## src/rtl/multi_cycle_adder_pkg.sv

```systemverilog
// Shared types and sizing helpers for the chunked multi-cycle adder.
package adder_pkg;

    typedef enum logic [1:0] {StIdle, StBusy, StDone} state_e;

    function automatic int unsigned nchunk(int unsigned width, int unsigned chunk);
        return (chunk == 0) ? 1 : width / chunk;
    endfunction

    // Index counter width; never below one bit so NCHUNK=1 still has a legal register.
    function automatic int unsigned idx_width(int unsigned n);
        return (n <= 1) ? 1 : $clog2(n);
    endfunction

endpackage

```

## src/rtl/multi_cycle_adder_if.sv

```systemverilog
// Operand/result valid-ready bundle between producer, adder and consumer.
interface multi_cycle_adder_if #(
    parameter int unsigned WIDTH = 32
);
    logic             in_valid;
    logic             in_ready;
    logic [WIDTH-1:0] a;
    logic [WIDTH-1:0] b;
    logic             c_in;
    logic             sub;
    logic             out_valid;
    logic             out_ready;
    logic [WIDTH-1:0] r;
    logic             c_out;
    logic             ovf;

    modport master (
        output in_valid, a, b, c_in, sub, out_ready,
        input  in_ready, out_valid, r, c_out, ovf
    );

    modport slave (
        input  in_valid, a, b, c_in, sub, out_ready,
        output in_ready, out_valid, r, c_out, ovf
    );
endinterface

```

## src/rtl/multi_cycle_adder_chunk_adder.sv

```systemverilog
// Combinational CHUNK-bit ripple adder built from one-bit full-adder cells.
module chunk_adder #(
    parameter int unsigned CHUNK = 8
) (
    input  logic [CHUNK-1:0] a,
    input  logic [CHUNK-1:0] b,
    input  logic             c_in,
    output logic [CHUNK-1:0] sum,
    output logic             c_out,
    output logic             c_msb
);
    logic [CHUNK:0] c;

    assign c[0] = c_in;

    for (genvar i = 0; i < CHUNK; i++) begin : g_fa
        assign sum[i]  = a[i] ^ b[i] ^ c[i];
        assign c[i+1]  = (a[i] & b[i]) | (c[i] & (a[i] ^ b[i]));
    end

    assign c_out = c[CHUNK];
    assign c_msb = c[CHUNK-1];
endmodule

```

## src/rtl/multi_cycle_adder.sv

```systemverilog
// Multi-cycle adder: CHUNK bits per clock with a registered inter-chunk carry.
// Optional subtract mode enabled by defining ADDER_SUB_EN.
module multi_cycle_adder
    import adder_pkg::*;
#(
    parameter int unsigned WIDTH = 32,
    parameter int unsigned CHUNK = 8
) (
    input logic                clk,
    input logic                rst,
    multi_cycle_adder_if.slave bus
);
    localparam int unsigned NChunk = nchunk(WIDTH, CHUNK);
    localparam int unsigned IdxW   = idx_width(NChunk);

    if (CHUNK == 0 || WIDTH == 0 || (WIDTH % CHUNK) != 0) begin : g_bad_cfg
        $error("multi_cycle_adder: WIDTH must be a nonzero multiple of CHUNK");
    end

    state_e            state_q;
    logic [WIDTH-1:0]  a_q, b_q, r_q;
    logic [IdxW-1:0]   idx_q;
    logic              carry_q, in_ready_q, out_valid_q, c_out_q, ovf_q;

    int                base;
    logic [CHUNK-1:0]  a_chunk, b_chunk, sum;
    logic              chunk_co, chunk_cmsb, last;

    always_comb begin
        base    = int'(idx_q) * int'(CHUNK);
        a_chunk = a_q[base +: CHUNK];
        b_chunk = b_q[base +: CHUNK];
        last    = (idx_q == IdxW'(NChunk - 1));
    end

    chunk_adder #(.CHUNK(CHUNK)) u_chunk_adder (
        .a     (a_chunk),
        .b     (b_chunk),
        .c_in  (carry_q),
        .sum   (sum),
        .c_out (chunk_co),
        .c_msb (chunk_cmsb)
    );

`ifdef ADDER_SUB_EN
    logic [WIDTH-1:0] b_eff;
    logic             c_eff;
    always_comb begin
        b_eff = bus.sub ? ~bus.b : bus.b;
        c_eff = bus.sub | bus.c_in;
    end
`else
    logic [WIDTH-1:0] b_eff;
    logic             c_eff;
    logic             unused_sub;
    always_comb begin
        b_eff      = bus.b;
        c_eff      = bus.c_in;
        unused_sub = bus.sub;
    end
`endif

    always_ff @(posedge clk) begin
        if (rst) begin
            state_q     <= StIdle;
            a_q         <= '0;
            b_q         <= '0;
            r_q         <= '0;
            idx_q       <= '0;
            carry_q     <= 1'b0;
            in_ready_q  <= 1'b1;
            out_valid_q <= 1'b0;
            c_out_q     <= 1'b0;
            ovf_q       <= 1'b0;
        end else begin
            unique case (state_q)
                StIdle: begin
                    if (bus.in_valid) begin
                        a_q        <= bus.a;
                        b_q        <= b_eff;
                        carry_q    <= c_eff;
                        idx_q      <= '0;
                        in_ready_q <= 1'b0;
                        state_q    <= StBusy;
                    end
                end
                StBusy: begin
                    r_q[base +: CHUNK] <= sum;
                    carry_q            <= chunk_co;
                    if (last) begin
                        idx_q       <= '0;
                        c_out_q     <= chunk_co;
                        // Signed overflow: carry into the MSB differs from carry out of it.
                        ovf_q       <= chunk_co ^ chunk_cmsb;
                        out_valid_q <= 1'b1;
                        state_q     <= StDone;
                    end else begin
                        idx_q <= idx_q + IdxW'(1);
                    end
                end
                StDone: begin
                    if (bus.out_ready) begin
                        out_valid_q <= 1'b0;
                        in_ready_q  <= 1'b1;
                        state_q     <= StIdle;
                    end
                end
                default: begin
                    state_q <= StIdle;
                end
            endcase
        end
    end

    assign bus.in_ready  = in_ready_q;
    assign bus.out_valid = out_valid_q;
    assign bus.r         = r_q;
    assign bus.c_out     = c_out_q;
    assign bus.ovf       = ovf_q;
endmodule
```

## src/flat_wrapper.sv

```systemverilog
// flat-port wrapper written by rule: the top's interface ports become plain ports
module multi_cycle_adder_flat import adder_pkg::*;
#(
    parameter int unsigned WIDTH = 32,
    parameter int unsigned CHUNK = 8
)
  (clk, rst, bus_in_valid, bus_a, bus_b, bus_c_in, bus_sub, bus_out_ready, bus_in_ready, bus_out_valid, bus_r, bus_c_out, bus_ovf);
  multi_cycle_adder_if #(.WIDTH(WIDTH)) bus_i ();
  input logic clk;
  input logic rst;
  input wire logic [$bits(bus_i.in_valid)-1:0] bus_in_valid;
  input wire logic [$bits(bus_i.a)-1:0] bus_a;
  input wire logic [$bits(bus_i.b)-1:0] bus_b;
  input wire logic [$bits(bus_i.c_in)-1:0] bus_c_in;
  input wire logic [$bits(bus_i.sub)-1:0] bus_sub;
  input wire logic [$bits(bus_i.out_ready)-1:0] bus_out_ready;
  output wire logic [$bits(bus_i.in_ready)-1:0] bus_in_ready;
  output wire logic [$bits(bus_i.out_valid)-1:0] bus_out_valid;
  output wire logic [$bits(bus_i.r)-1:0] bus_r;
  output wire logic [$bits(bus_i.c_out)-1:0] bus_c_out;
  output wire logic [$bits(bus_i.ovf)-1:0] bus_ovf;
  assign bus_i.in_valid = bus_in_valid;
  assign bus_i.a = bus_a;
  assign bus_i.b = bus_b;
  assign bus_i.c_in = bus_c_in;
  assign bus_i.sub = bus_sub;
  assign bus_i.out_ready = bus_out_ready;
  assign bus_in_ready = bus_i.in_ready;
  assign bus_out_valid = bus_i.out_valid;
  assign bus_r = bus_i.r;
  assign bus_c_out = bus_i.c_out;
  assign bus_ovf = bus_i.ovf;
  multi_cycle_adder #(.WIDTH(WIDTH), .CHUNK(CHUNK)) u_core (.clk(clk), .rst(rst), .bus(bus_i));
endmodule
```

## config.mk

```make
export PLATFORM = sky130hd
export DESIGN_NAME = multi_cycle_adder_flat
export DESIGN_NICKNAME = d
export VERILOG_FILES = /design/src/rtl/multi_cycle_adder_pkg.sv /design/src/rtl/multi_cycle_adder_if.sv /design/src/rtl/multi_cycle_adder_chunk_adder.sv /design/src/rtl/multi_cycle_adder.sv /design/src/flat_wrapper.sv
export SDC_FILE = /design/constraint.sdc
export NUM_CORES = 1
export LEC_CHECK = 0
export BUFFER_PORTS_ARGS = -buffer_cell sky130_fd_sc_hd__buf_2
export CORE_AREA = 2 2 99 101
export DETAILED_ROUTE_END_ITERATION = 7
export DIE_AREA = 0 0 101 103
export GPL_ROUTABILITY_DRIVEN = 0
export PLACE_DENSITY_LB_ADDON = 0.15
export REMOVE_ABC_BUFFERS = 1
export SYNTH_ARGS = -nofsm -noshare
export SYNTH_HDL_FRONTEND = slang
export SYNTH_HIERARCHICAL = 1
export SYNTH_SLANG_ARGS = --single-unit
```

## constraint.sdc

```tcl
create_clock -name clk -period 4.7 [get_ports clk]
set_input_delay 0.94 -clock clk [delete_from_list [all_inputs] [get_ports clk]]
set_output_delay 0.94 -clock clk [all_outputs]
set_load 0.01 [all_outputs]
```

# Yosys cells after proc, flatten, opt, wreduce, memory -nomap -nowiden
# Index checks and enable logic that the tools add are counted.
[op_classes] add_sub_neg=2 n_eq_ne=6 bitwise_logic=41 shifts=4 n_mux=16 reduce_logical=10
[op_table] operator="32-bit by 6-bit indexed part select with 8-bit output" count=2
[op_table] operator="5-bit negation with 33-bit output" count=1
[op_table] operator="8-bit by 33-bit variable shift with 32-bit output (first input constant)" count=1
[op_table] operator="8-bit by 33-bit indexed part select with 32-bit output" count=1
[op_table] operator="32-bit bitwise mux" count=1
[op_table] operator="1-bit bitwise XOR" count=17
[op_table] operator="1-bit bitwise AND" count=16
[op_table] operator="2-bit two-way mux" count=5
[op_table] operator="3-bit AND reduction" count=3
[op_table] operator="1-bit OR" count=8
[op_table] operator="1-bit one-hot mux with 2 select lines" count=3
[op_table] operator="2-bit one-hot mux with 3 select lines" count=1
[op_table] operator="2-bit AND reduction" count=3
[op_table] operator="2-bit nonzero test" count=3
[op_table] operator="1-bit two-way mux" count=5
[op_table] operator="2-bit == test (second input constant)" count=2
[op_table] operator="2-bit inequality test (second input constant)" count=2
[op_table] operator="2-bit one-hot mux with 2 select lines" count=1
[op_table] operator="2-bit by 1-bit adder with 2-bit output (second input constant)" count=1
[op_table] operator="2-bit by 1-bit == test with 1-bit output (second input constant)" count=1
[op_table] operator="2-bit logical NOT" count=1
[op_table] operator="2-bit by 1-bit inequality test with 1-bit output (second input constant)" count=1
[word_totals] output_inout_bits=36 elab_cells=89 inputBits=70 ff_bits=105

# Depth between registers and ports, before layout
[logic_depth] word_depth=19 depth_mapped=16 mapped_depth_nobuf=15

# Cells and area by module
# The synthesis kept the hierarchy.
[by_module_without_submodules] mod="multi_cycle_adder" cells_per_inst=445 instances=1 area_per_inst_um2=4197.8
[by_module_without_submodules] mod="chunk_adder" cells_per_inst=18 instances=1 area_per_inst_um2=197.7

# Least setup slack after synthesis
# Ideal clock, no wire load.
[synth_path] path_type="flip-flop to flip-flop" startpoint="register u_core.idx_q[0]" endpoint="register u_core.ovf_q, in the netlist u_core/bus.ovf" stages_incl_launch_ff=17 required_time_ns=4.614 slack_ns=0.347 arrival_ns=4.268 setup_time_ns=0.086 n_path_buf=1 cell_sequence="dfxtp_1 buf_4 mux4_2 fa_1 inv_1 fa_1 inv_1 fa_1 fa_1 fa_1 fa_1 inv_1 fa_1 inv_1 fa_1 xnor2_1 a211oi_1"
[synth_between] elab_chain_len=19 elab_cells_between_ends=37 cone_classes="eq/ne: 1; shift: 2; bitwise: 33; reduce/logical: 1"
[synth_lines] item="start, declared" line_no="multi_cycle_adder.sv:22" source="logic [IdxW-1:0] idx_q;"
[synth_lines] item="start signal, assigned" line_no="multi_cycle_adder.sv:98" source="idx_q <= idx_q + IdxW'(1);"
[synth_lines] item="32-bit by 6-bit indexed part select with 8-bit output *" line_no="multi_cycle_adder.sv:31" source="a_chunk = a_q[base +: CHUNK];"
[synth_lines] item="net u_core.a_chunk[0]" line_no="multi_cycle_adder.sv:26" source="logic [CHUNK-1:0] a_chunk, b_chunk, sum;"
[synth_lines] item="1-bit bitwise XOR" line_no="multi_cycle_adder_chunk_adder.sv:18" source="assign c[i+1] = (a[i] & b[i]) | (c[i] & (a[i] ^ b[i]));"
[synth_lines] item="1-bit bitwise AND" line_no="multi_cycle_adder_chunk_adder.sv:18"
[synth_lines] item="1-bit OR *" line_no="multi_cycle_adder_chunk_adder.sv:18"
[synth_lines] item="1-bit bitwise AND *" line_no="multi_cycle_adder_chunk_adder.sv:18"
[synth_lines] item="1-bit OR *" line_no="multi_cycle_adder_chunk_adder.sv:18"
[synth_lines] item="1-bit bitwise AND *" line_no="multi_cycle_adder_chunk_adder.sv:18"
[synth_lines] item="[... 6 more ...]"
[synth_lines] item="1-bit OR *" line_no="multi_cycle_adder_chunk_adder.sv:18"
[synth_lines] item="1-bit bitwise AND *" line_no="multi_cycle_adder_chunk_adder.sv:18"
[synth_lines] item="1-bit OR *" line_no="multi_cycle_adder_chunk_adder.sv:18"
[synth_lines] item="net u_core.chunk_cmsb" line_no="multi_cycle_adder.sv:27" source="logic chunk_co, chunk_cmsb, last;"
[synth_lines] item="1-bit bitwise AND *" line_no="multi_cycle_adder_chunk_adder.sv:18"
[synth_lines] item="1-bit OR *" line_no="multi_cycle_adder_chunk_adder.sv:18"
[synth_lines] item="net u_core.chunk_co" line_no="multi_cycle_adder.sv:27"
[synth_lines] item="1-bit bitwise XOR *" line_no="multi_cycle_adder.sv:94" source="ovf_q <= chunk_co ^ chunk_cmsb;"
[synth_lines] item="end signal, assigned" line_no="multi_cycle_adder.sv:94"
[synth_lines] item="end, declared" line_no="multi_cycle_adder.sv:23" source="logic carry_q, in_ready_q, out_valid_q, c_out_q, ovf_q;"
# Mark *: on every way through the listed nets, which the timed path passes. The rest lies on a longest branch.
# A chain may end at the register's enable or synchronous reset.

# Final worst setup path
# Ends and elaborated chain as after synthesis.

==> results.toml <==
[outcome]
status = "finished clean"

[hold_path]
hold_path_class = "reg -> reg"

[clocking]
post_cts_buffers = 0
path_clk_slew_ps = 100
cts_root_buf = "clkbuf_8"
clk_latency_ps = 360
cts_tree = "done"
cts-buffers-inserted = 9
ctsResizeCount = 0
cts_sinks = 105
cts_max_path_buffers = 2
h-tree-depth = 3
ctsHoldBuffers = 0

[placement]
io_buffers = 104
place_hpwl_mm = 6.855

[detailed_routing]
antenna_left = 0
vias = 3470
drt_wl_total_mm = 9.675
route.detailed.drc = 0
first_pass_iters = 4
avgRoutedWirePerCell_um = 14.44
viasPerCell = 5.179
drt_iter0_markers = 110

[sta]
fin_crit_sh = 0.9541
tightest_slew_ps = 771.0
fmax_ghz = 0.2230
finalCriticalPeriod_ps = 4484
rsz0062_at_grt = "false"
setup_viol = 0
finClkSkew_ps = 15.49
max_slew_margin = 0.4860
setup-tns-final_ps = 0
drv_slew = 0
hold_viol_final = 0

[logic_synthesis]
synth_top_family_by_area = "simple AND/OR/NAND/NOR gates"
synth-simple-area-share = 0.1640
synth_area_mm2 = 0.004395
synth_xor_area_frac = 0.001993
yosys.area_share.adder = 0.05067
ys_seq_area_frac = 0.4782
ys.flop_type = "dfxtp_1"
synth_cells = 463
synth_warnings = 6
netlist_top_cells_area = "dfxtp_1 (48%), nand2_1 (12%), a21oi_1 (9.2%), mux4_2 (8.2%), a22o_1 (4.8%)"
syn_area_per_cell_um2 = 9.493
synth_top_area_frac = 0.4782
synth_cell_types = 36
synth_compound_area_frac = 0.1534
synth-edff-count = 0
async_reset_ff_frac = 0
synth_seq_cells = 105
yosysTopAreaCell = "dfxtp_1"
synthMuxAreaShare = 0.08198

[global_routing]
grt_start_max_net_pins = 73
grt_overflow = 0
gr-max-usage-layer = "met2"
grt_util_met1 = 0.2425
grt_pass1_vias = 3315
use_met3 = 0.05220
antenna_found_initial = 1
use_met2 = 0.3169
track_usage = 0.1911
grt_pass1_wl_mm = 15.39

[floorplanning]
core_area_mm2 = 0.009459
start_util = 0.4647
ios = 106
dieArea_mm2 = 0.01040
die_x_um = 101
rows = 36
die_y_um = 103

[final_layout]
nNetsFinal = 634
final_core_util = 0.5328
drive_gt1_frac = 0.2608
area_delta_synth_final_pct = 14.66
diodes = 0

[setup_path]
worstSetupPathType = "reg -> reg"
crit_arrival_ps = 4760
start_kind = "register"
cp_data_required_time_ps = 4980
critPathMaxFanout = 3
end_kind = "register"

[pwr]
sw_frac_of_total = 0.2672
combPwrFrac = 0.130
pwr-share-clk = 0.305
vdd_drop_max_mv = 0.1362
pwr-share-seq = 0.565
p_switching_uw = 449.9
p_int_mw = 1.234
leakage_nw = 2.125
power.density_mw_per_mm2 = 334.1

[run]
cap_viol_max_count = 0
## layer usage
| layer | vias to the layer above | share of wire |
|---|---|---|
| li1 | 1759 | - |
| met1 | 1599 | 0.47 |
| met2 | 99 | 0.46 |
| met3 | 11 | 0.051 |
| met4 | 2 | 0.014 |
| met5 | - | 0.0012 |
## critical path, cell delays in order (launching register included)
cell and delay (ps):
dfxtp_1 430, mux4_2 540, fa_1 430, inv_1 80, fa_1 180, inv_1 50
fa_1 380, fa_1 390, fa_1 400, fa_1 370, inv_1 80, fa_1 170
inv_1 70, fa_1 460, xnor2_1 160, a211oi_1 220
## cells in the final DEF, fill, tap and decap left out, drive strengths merged, types with 2 or more instances in the layout
cell type,synthesis,final
nand2b,2,2
a22o,24,24
o21bai,2,2
nor4b,2,2
ha,5,5
buf,24,110
a21oi,81,81
clkbuf,9,11
and4,2,2
inv,15,16
nor4bb,2,2
nand2,138,138
nor2,5,5
clkinvlp,0,2
fa,8,8
nand3,8,8
dfxtp,105,105
nor3b,2,2
clkinv,0,2
mux4,16,16
## final timing paths
path | from | end | slack (ps) | cells after the start
setup / recovery | u_core/idx_q[0] | u_core/bus.ovf | 220 | 15
hold / removal | u_core/b_q[5] | u_core/b_q[5] | 460 | 2
setup reg to reg | u_core/idx_q[0] | u_core/bus.ovf | 220 | 15
hold reg to reg | u_core/b_q[5] | u_core/b_q[5] | 460 | 2
## Yosys cell counts (2+ instances only)
library cell and n:
o21bai_1 2, buf_6 2, ha_1 5, mux4_2 16, buf_4 10, a22o_1 24, and4_1 2, nor3b_1 2
dfxtp_1 105, fa_1 8, nand2b_1 2, a21oi_1 81, buf_8 6, nand3_1 8, nand2_1 138, nor2_1 5
nor4bb_1 2, buf_2 5, inv_1 15, clkbuf_1 9
## registers in the layout, indices dropped and copies added (netlist names)
name,count
u_core/idx_q,2
u_core/bus.r,32
u_core/b_q,32
u_core/carry_q,1
u_core/bus.ovf,1
u_core/bus.c_out,1
u_core/bus.in_ready,1
u_core/a_q,32
u_core/bus.out_valid,1
u_core/state_q,2
## kinds of logic after synthesis
kind of cell,Yosys count
AOI/OAI and AO/OA,113
xor gates and xnor gates,1
adders and majority gates,13
buffers and inverters,48
DFF,105
muxes,16
and+or+nand+nor,167
## per-stage QoR
step	hold WS (ps)	cells	instance area, um2	setup slack (ps)	total power, mW
5_1_grt	477.1	670	5040	30.38	1.766
3_3_place_gp	439.8	654	4858	254.7	1.187
2_1_floorplan	427.1	430	4145	-150.3	1.103
4_1_cts	461.5	670	5040	166.5	1.700
6_report	455.8	670	5040	215.7	1.684
3_5_place_dp	446.9	654	4858	214.8	1.193
## final cells by class
cell class              instances  area, um2
fillers                       940       4419
flip-flops and latches        105       2102
multi-input cells             310       1992
repair buffers                110      565.5
well taps                     114      142.6
clock buffers                  11      141.4
inverters                      15      56.30
clock inverters                 5      40.04
## power groups by stage
stage | Clock, mW | Combinational, mW | Sequential (mW)
after floorplan | 0 | 0.130 | 0.973
after global placement | 0 | 0.216 | 0.971
after detailed placement | 0 | 0.220 | 0.973
after CTS | 0.528 | 0.220 | 0.952
after global routing | 0.562 | 0.246 | 0.957
final | 0.513 | 0.219 | 0.952
Power figures use the tool's default switching activity.
